**config.mk**
```make
export PLATFORM = sky130hd
export DESIGN_NAME = tester_flags_unit_flat
export DESIGN_NICKNAME = d
export VERILOG_FILES = /design/src/rtl/tester_flags_pkg.sv /design/src/rtl/tester_flags_unit_if.sv /design/src/rtl/tester_flags_unit_cond_eval.sv /design/src/rtl/tester_flags_unit.sv /design/src/flat_wrapper.sv
export SDC_FILE = /design/constraint.sdc
export NUM_CORES = 1
export LEC_CHECK = 0
export CAP_MARGIN = 20
export CORE_AREA = 3 3 40 42
export DETAILED_ROUTE_END_ITERATION = 7
export DIE_AREA = 0 0 43 45
export PLACE_DENSITY = 0.31
export SETUP_SLACK_MARGIN = 0.05
export SYNTH_ARGS = -nofsm -noshare
export SYNTH_HDL_FRONTEND = slang
export SYNTH_HIERARCHICAL = 1
export SYNTH_SLANG_ARGS = --single-unit
```
**constraint.sdc**
```tcl
create_clock -name vclk -period 2.5
set_clock_uncertainty 0.1 [all_clocks]
set_input_delay 0.5 -clock vclk [all_inputs]
set_output_delay 0.5 -clock vclk [all_outputs]
set_load 0.05 [all_outputs]
```
**src/rtl/tester_flags_pkg.sv**
```systemverilog
// ---------------------------------------------------------------------------
// tester_flags_pkg
// Shared definitions for the branch-decision unit:
//   - condition-code constants (cond field)
//   - jump-operation constants (OP_TF field)
//   - flags_t: packed ALU status flags {o, s, c, z}
// ---------------------------------------------------------------------------
package tester_flags_pkg;

  // Condition codes; 011 and 110 are reserved and evaluate to false.
  localparam logic [2:0] COND_TRUE    = 3'b000;
  localparam logic [2:0] COND_NEG     = 3'b001;
  localparam logic [2:0] COND_ZERO    = 3'b010;
  localparam logic [2:0] COND_CARRY   = 3'b100;
  localparam logic [2:0] COND_NEGZERO = 3'b101;
  localparam logic [2:0] COND_OVF     = 3'b111;

  // Jump operations; 101 and 110 are reserved and behave like OP_NONE.
  localparam logic [2:0] OP_JF   = 3'b000;
  localparam logic [2:0] OP_JT   = 3'b001;
  localparam logic [2:0] OP_J    = 3'b010;
  localparam logic [2:0] OP_JAL  = 3'b011;
  localparam logic [2:0] OP_JR   = 3'b100;
  localparam logic [2:0] OP_NONE = 3'b111;

  typedef struct packed {
    logic o;  // overflow
    logic s;  // sign
    logic c;  // carry
    logic z;  // zero
  } flags_t;

endpackage

```
**src/rtl/tester_flags_unit_if.sv**
```systemverilog
// ---------------------------------------------------------------------------
// tester_flags_unit_if
// Bundles the flag/condition/op inputs and the jump decision output.
//   O, S, C, Z : ALU status flags
//   cond       : 3-bit condition code
//   OP_TF      : 3-bit jump-operation code
//   out        : 1 = do not jump (PC+1), 0 = jump
// Modports:
//   master : drives flags/cond/OP_TF, observes out (control path / bench)
//   slave  : the decision unit
// ---------------------------------------------------------------------------
interface tester_flags_unit_if;
  logic       O;
  logic       S;
  logic       C;
  logic       Z;
  logic [2:0] cond;
  logic [2:0] OP_TF;
  logic       out;

  modport master (output O, S, C, Z, cond, OP_TF, input out);
  modport slave  (input  O, S, C, Z, cond, OP_TF, output out);
endinterface

```
**src/rtl/tester_flags_unit_cond_eval.sv**
```systemverilog
// ---------------------------------------------------------------------------
// cond_eval
// Maps the ALU flags and a condition code to the condition result c.
// Ports:
//   flags : packed {o, s, c, z}
//   cond  : condition code (see tester_flags_pkg)
//   c     : 1 when the selected condition holds; 0 for reserved codes
// ---------------------------------------------------------------------------
module cond_eval
  import tester_flags_pkg::*;
(
  input  flags_t     flags,
  input  logic [2:0] cond,
  output logic       c
);

  always_comb begin
    // NOTE: default assignment first so no path leaves c unassigned (no latch).
    c = 1'b0;
    case (cond)
      COND_TRUE:    c = 1'b1;
      COND_NEG:     c = flags.s;
      COND_ZERO:    c = flags.z;
      COND_CARRY:   c = flags.c;
      COND_NEGZERO: c = flags.s | flags.z;
      COND_OVF:     c = flags.o;
      default:      c = 1'b0;  // reserved codes never hold
    endcase
  end

endmodule

```
**src/rtl/tester_flags_unit.sv**
```systemverilog
// ---------------------------------------------------------------------------
// tester_flags_unit
// Branch-decision unit: evaluates the ALU flags against a condition code and
// a jump-operation code and tells PC-select whether to take the branch.
// Ports:
//   clk   : clock, used only with the registered output
//   rst_n : asynchronous active-low reset, used only with the registered output
//   bus   : tester_flags_unit_if.slave (O, S, C, Z, cond, OP_TF in; out out)
//           out = 1 means no jump, out = 0 means jump.
// Build option:
//   TESTER_FLAGS_REG_OUT_EN defined   -> out comes from a flop, 1-cycle
//                                        latency, async reset to 1 (no jump).
//   TESTER_FLAGS_REG_OUT_EN undefined -> out is purely combinational and
//                                        clk/rst_n are not used.
// ---------------------------------------------------------------------------
module tester_flags_unit
  import tester_flags_pkg::*;
(
  input  logic                clk,
  input  logic                rst_n,
  tester_flags_unit_if.slave  bus
);

  flags_t flags;
  logic   c;
  logic   decision;

  assign flags = '{o: bus.O, s: bus.S, c: bus.C, z: bus.Z};

  cond_eval u_cond_eval (
    .flags (flags),
    .cond  (bus.cond),
    .c     (c)
  );

  // Active-low decision: jf jumps when c is false, jt when c is true.
  always_comb begin
    decision = 1'b1;
    case (bus.OP_TF)
      OP_JF:              decision = c;
      OP_JT:              decision = ~c;
      OP_J, OP_JAL, OP_JR: decision = 1'b0;
      default:            decision = 1'b1;  // OP_NONE and reserved ops
    endcase
  end

`ifdef TESTER_FLAGS_REG_OUT_EN
  logic out_q;

  // Reset value 1 keeps the PC sequential while reset is held.
  always_ff @(posedge clk or negedge rst_n) begin
    // NOTE: non-blocking assignment for flop state avoids simulation races.
    if (!rst_n) out_q <= 1'b1;
    else        out_q <= decision;
  end

  assign bus.out = out_q;
`else
  assign bus.out = decision;

  // clk/rst_n stay on the port list so both builds share one footprint.
  logic unused;
  assign unused = &{1'b0, clk, rst_n};
`endif

endmodule

```
**src/flat_wrapper.sv**
```systemverilog
// flat-port wrapper written by rule: the top's interface ports become plain ports
module tester_flags_unit_flat import tester_flags_pkg::*;
  (clk, rst_n, bus_O, bus_S, bus_C, bus_Z, bus_cond, bus_OP_TF, bus_out);
  tester_flags_unit_if bus_i ();
  input  logic clk;
  input  logic rst_n;
  input wire logic [$bits(bus_i.O)-1:0] bus_O;
  input wire logic [$bits(bus_i.S)-1:0] bus_S;
  input wire logic [$bits(bus_i.C)-1:0] bus_C;
  input wire logic [$bits(bus_i.Z)-1:0] bus_Z;
  input wire logic [$bits(bus_i.cond)-1:0] bus_cond;
  input wire logic [$bits(bus_i.OP_TF)-1:0] bus_OP_TF;
  output wire logic [$bits(bus_i.out)-1:0] bus_out;
  assign bus_i.O = bus_O;
  assign bus_i.S = bus_S;
  assign bus_i.C = bus_C;
  assign bus_i.Z = bus_Z;
  assign bus_i.cond = bus_cond;
  assign bus_i.OP_TF = bus_OP_TF;
  assign bus_out = bus_i.out;
  tester_flags_unit u_core (.clk(clk), .rst_n(rst_n), .bus(bus_i));
endmodule
```
Word level (Yosys, flattened, before mapping) --
Index checks and enable logic that the tools add are counted.
Storage, ports and cells: output and inout bits 1, bits of input ports 12, register bits after elaboration 0
Cells by class: bitwise gates (word level) 2, muxes and demuxes 2, reductions and logical operators 3, equality and inequality tests 9
Operator list (number):
- 3-bit == test, second input constant | 4
- 3-bit by 2-bit == test with 1-bit output, second input constant | 3
- 3-bit by 1-bit == test with 1-bit output, second input constant | 2
- 3-bit zero test | 2
- 1-bit one-hot mux with 6 select lines | 1
- 1-bit one-hot mux with 3 select lines | 1
- 3-bit OR reduction | 1
- 1-bit NOT | 1
- 1-bit OR | 1

Depth between registers and ports, before layout --
word-level depth 4, depth in mapped cells 5, mapped depth without buffers 5

Cells and area by module --
The synthesis kept the hierarchy.
Modules (own cells, without submodules):
- cond_eval | cells an instance 8, area each 55.1 um^2, times used 1, sequential area each 0.0 um^2
- tester_flags_unit | cells an instance 3, area each 21.3 um^2, times used 1, sequential area each 0.0 um^2

Worst setup path after synthesis --
OpenSTA, ideal clock, no wires.
kind input to output, from in bus_S, to out bus_out, required time 1.900 ns, stages 5, path buffers 0, path slack 0.270 ns, data arrival time 1.630 ns, cell sequence or3_1 -> o21ai_1 -> a221oi_1 -> a21oi_1 -> o32a_1
Between the ends: cells in the longest elaborated chain, start to end 4
RTL lines:
- start: declaration | RTL line flat_wrapper.sv:8 | input wire logic [$bits(bus_i.S)-1:0] bus_S;
- 1-bit OR | RTL line tester_flags_unit_cond_eval.sv:25 | COND_NEGZERO: c = flags.s | flags.z;
- 1-bit one-hot mux with 6 select lines * | RTL line tester_flags_unit_cond_eval.sv:20 | case (cond)
- via u_core.c | RTL line tester_flags_unit.sv:25 | logic c;
- 1-bit NOT | RTL line tester_flags_unit.sv:41 | OP_JT: decision = ~c;
- 1-bit one-hot mux with 3 select lines * | RTL line tester_flags_unit.sv:39 | case (bus.OP_TF)
- end: declaration | RTL line flat_wrapper.sv:13 | output wire logic [$bits(bus_i.out)-1:0] bus_out;
Mark *: on every way through the listed nets, which the timed path passes. The rest lies on a longest branch.

Final worst setup path --
from in bus_Z, to out bus_out
Between the ends: cells in the longest elaborated chain, start to end 4
RTL lines:
- start: declaration | RTL line flat_wrapper.sv:10 | input wire logic [$bits(bus_i.Z)-1:0] bus_Z;
- 1-bit OR | RTL line tester_flags_unit_cond_eval.sv:25
- 1-bit one-hot mux with 6 select lines * | RTL line tester_flags_unit_cond_eval.sv:20
- via u_core.c | RTL line tester_flags_unit.sv:25
- 1-bit NOT | RTL line tester_flags_unit.sv:41
- 1-bit one-hot mux with 3 select lines * | RTL line tester_flags_unit.sv:39
Marked as above.

==> out/summary.json <==
{
  "status": "completed",
  "yosys-top-cells-count": "sky130_fd_sc_hd__a21oi_1 (2), sky130_fd_sc_hd__inv_1 (2)",
  "grt_pass1_vias": 129,
  "track_usage_pct": 3.40,
  "critical_path_required_ns": 1.90,
  "seq_area_frac_synth_pct": 0,
  "grt_max_degree": 4,
  "floorplan.die.width_um": 43,
  "post_route_total_power_uw": 40.3,
  "min_path_type": "input pin to primary output",
  "ios": 13,
  "critical_path.max_fanout": 2,
  "synthesis.yosys.warnings": 6,
  "synth.lib_cells_used.distinct": 9,
  "clock_buffer_count": 0,
  "total_leakage_power_uw": 0.000109,
  "drt-total-wl_um": 360,
  "grt_pass1_wl_um": 531,
  "layout.nets": 38,
  "drv_cap": 0,
  "report.final.hold_viol_count": 0,
  "finalHoldWorstSlack_ns": 1.64,
  "gpl.final_weighted_congestion": 0.660,
  "relSlewSlack_pct": 85.4,
  "drc_errors": 0,
  "worst_setup_path_end_kind": "primary output",
  "final_antenna_net_count": 0,
  "layout_worst_path_cycle_share_pct": 95.9,
  "synthesis.instances": 11,
  "critical_path.slowest_cell": "sky130_fd_sc_hd__or3_1",
  "start_util_pct": 5.94,
  "cts_hold_buffers": 0,
  "setup_viol": 0,
  "cellPowerDensity_mw_per_mm2": 177,
  "flow.area_growth_from_synthesis_pct": 198,
  "rsz0062_at_grt": "no",
  "row_count": 13,
  "dr.pass1.iters": 4,
  "filler_cell_count": 150,
  "register_area_um2": 0,
  "die-area_mm2": 0.00194,
  "syn_std_cell_area_um2": 76.3,
  "worst_path_cell_trace": "clkdlybuf4s15_2 -> or3_1 -> o21ai_2 -> a221oi_2 -> nor2b_2 -> o32a_1 -> buf_6",
  "core_area_mm2": 0.00128,
  "pin_slew_with_the_least_headroom_to_its_limit_ns": 0.220,
  "layout.sequential_cells": 0,
  "timing.critical_path.arrival_ns": 1.80,
  "peakVddDrop_mv": 0.0606,
  "antenna_violations_before_repair": 0,
  "family_with_the_most_delay_on_the_worst_path": "simple AND/OR/NAND/NOR gates",
  "detail_route.iter0.violations": 1,
  "drv_slew": 0,
  "synthesis.nets": 23,
  "place.port_buffers": 11,
  "route.detailed.wl_per_inst_um": 9.23,
  "netlist.top_cell.by_area": "sky130_fd_sc_hd__a221oi_2",
  "maximum_clock_rate_mhz": 417,
  "via_count": 137,
  "post_synth_main_area_contributors": "sky130_fd_sc_hd__a221oi_2 (20%), sky130_fd_sc_hd__a21oi_1 (13%), sky130_fd_sc_hd__o32a_1 (13%)",
  "overflow": 0,
  "die_y_um": 45,
  "setup.worst_path.start_class": "input pin",
  "post_drt_via_cell_ratio": 3.51,
  "post_route_cells_drive_above_1_share_pct": 50.0,
  "timing.final.crit_period_ns": 2.40,
  "synthesized_area_per_cell_um2": 6.94,
  "setup.worst_path.class": "input pin to primary output",
  "setup_tns_ns": 0,
  "postCtsSetupRepairBufs": 0,
  "critPathMaxStageDelay_ns": 0.36,
  "synth_top_area_share_pct": 19.7,
  "critical_path_buf_inv_count": 2,
  "antennaDiodeCount": 0
}
final timing paths:
kind,from,to,slack (ns),cells past startpoint
max,bus_Z,bus_out,0.10,7
min,bus_cond[0],bus_out,1.64,6
cells by family after synthesis:
kind of cell / Yosys count / synth area share, %
buf+inv: 2 / 9.84
compound gates: 6 / 63.9
simple gates: 3 / 26.2
where the power goes:
group	switching, uW	internal (uW)
Sequential	0	0
Combinational	17.8	22.5
Clock	0	0
metrics by stage:
stage                     instances  utilization, %  setup slack, ns  area [um2]
after floorplan                  11               -            0.270        76.3
after global placement           39            16.9           -0.232         218
after detailed placement         39            16.9           -0.254         218
after CTS                        39            16.6           0.0518         213
after global routing             39            17.7           0.0578         228
final                            39            17.7            0.103         228
final cells by class:
type | instances | area, um2 | area share, %
Timing Repair Buffer | 13 | 116 | 51.1
Multi-Input combinational cell | 9 | 85.1 | 37.4
Tap cell | 15 | 18.8 | 8.24
Inverter | 2 | 7.51 | 3.30
placed cells by master (no fill, tap or decap):
cell type                         n
sky130_fd_sc_hd__o21ai_2          1
sky130_fd_sc_hd__buf_2            3
sky130_fd_sc_hd__a21oi_2          1
sky130_fd_sc_hd__buf_6            1
sky130_fd_sc_hd__dlymetal6s2s_1   2
sky130_fd_sc_hd__clkdlybuf4s15_2  1
sky130_fd_sc_hd__or3_1            1
sky130_fd_sc_hd__a21oi_1          1
sky130_fd_sc_hd__inv_1            2
sky130_fd_sc_hd__o32a_1           1
sky130_fd_sc_hd__or2b_1           1
sky130_fd_sc_hd__clkdlybuf4s50_1  3
sky130_fd_sc_hd__dlygate4sd2_1    1
sky130_fd_sc_hd__buf_4            2
sky130_fd_sc_hd__a221oi_2         2
sky130_fd_sc_hd__nor2b_2          1
layer usage:
metal	GRT usage [%]	share of wire, %	vias to the layer above	wire [um]
met3	0.398	6.9	0	25
li1	-	-	71	-
met1	5.24	49	57	178
met5	0	0	-	0
met4	0	0	0	0
met2	5.39	44	9	157
timing repair:
action                                  4_1_cts  5_1_grt
gates resized for setup                      17        5
endpoints found under the setup margin        1        1
pin swaps                                     4        3
Note: power is estimated with default switching activity, not from simulation.
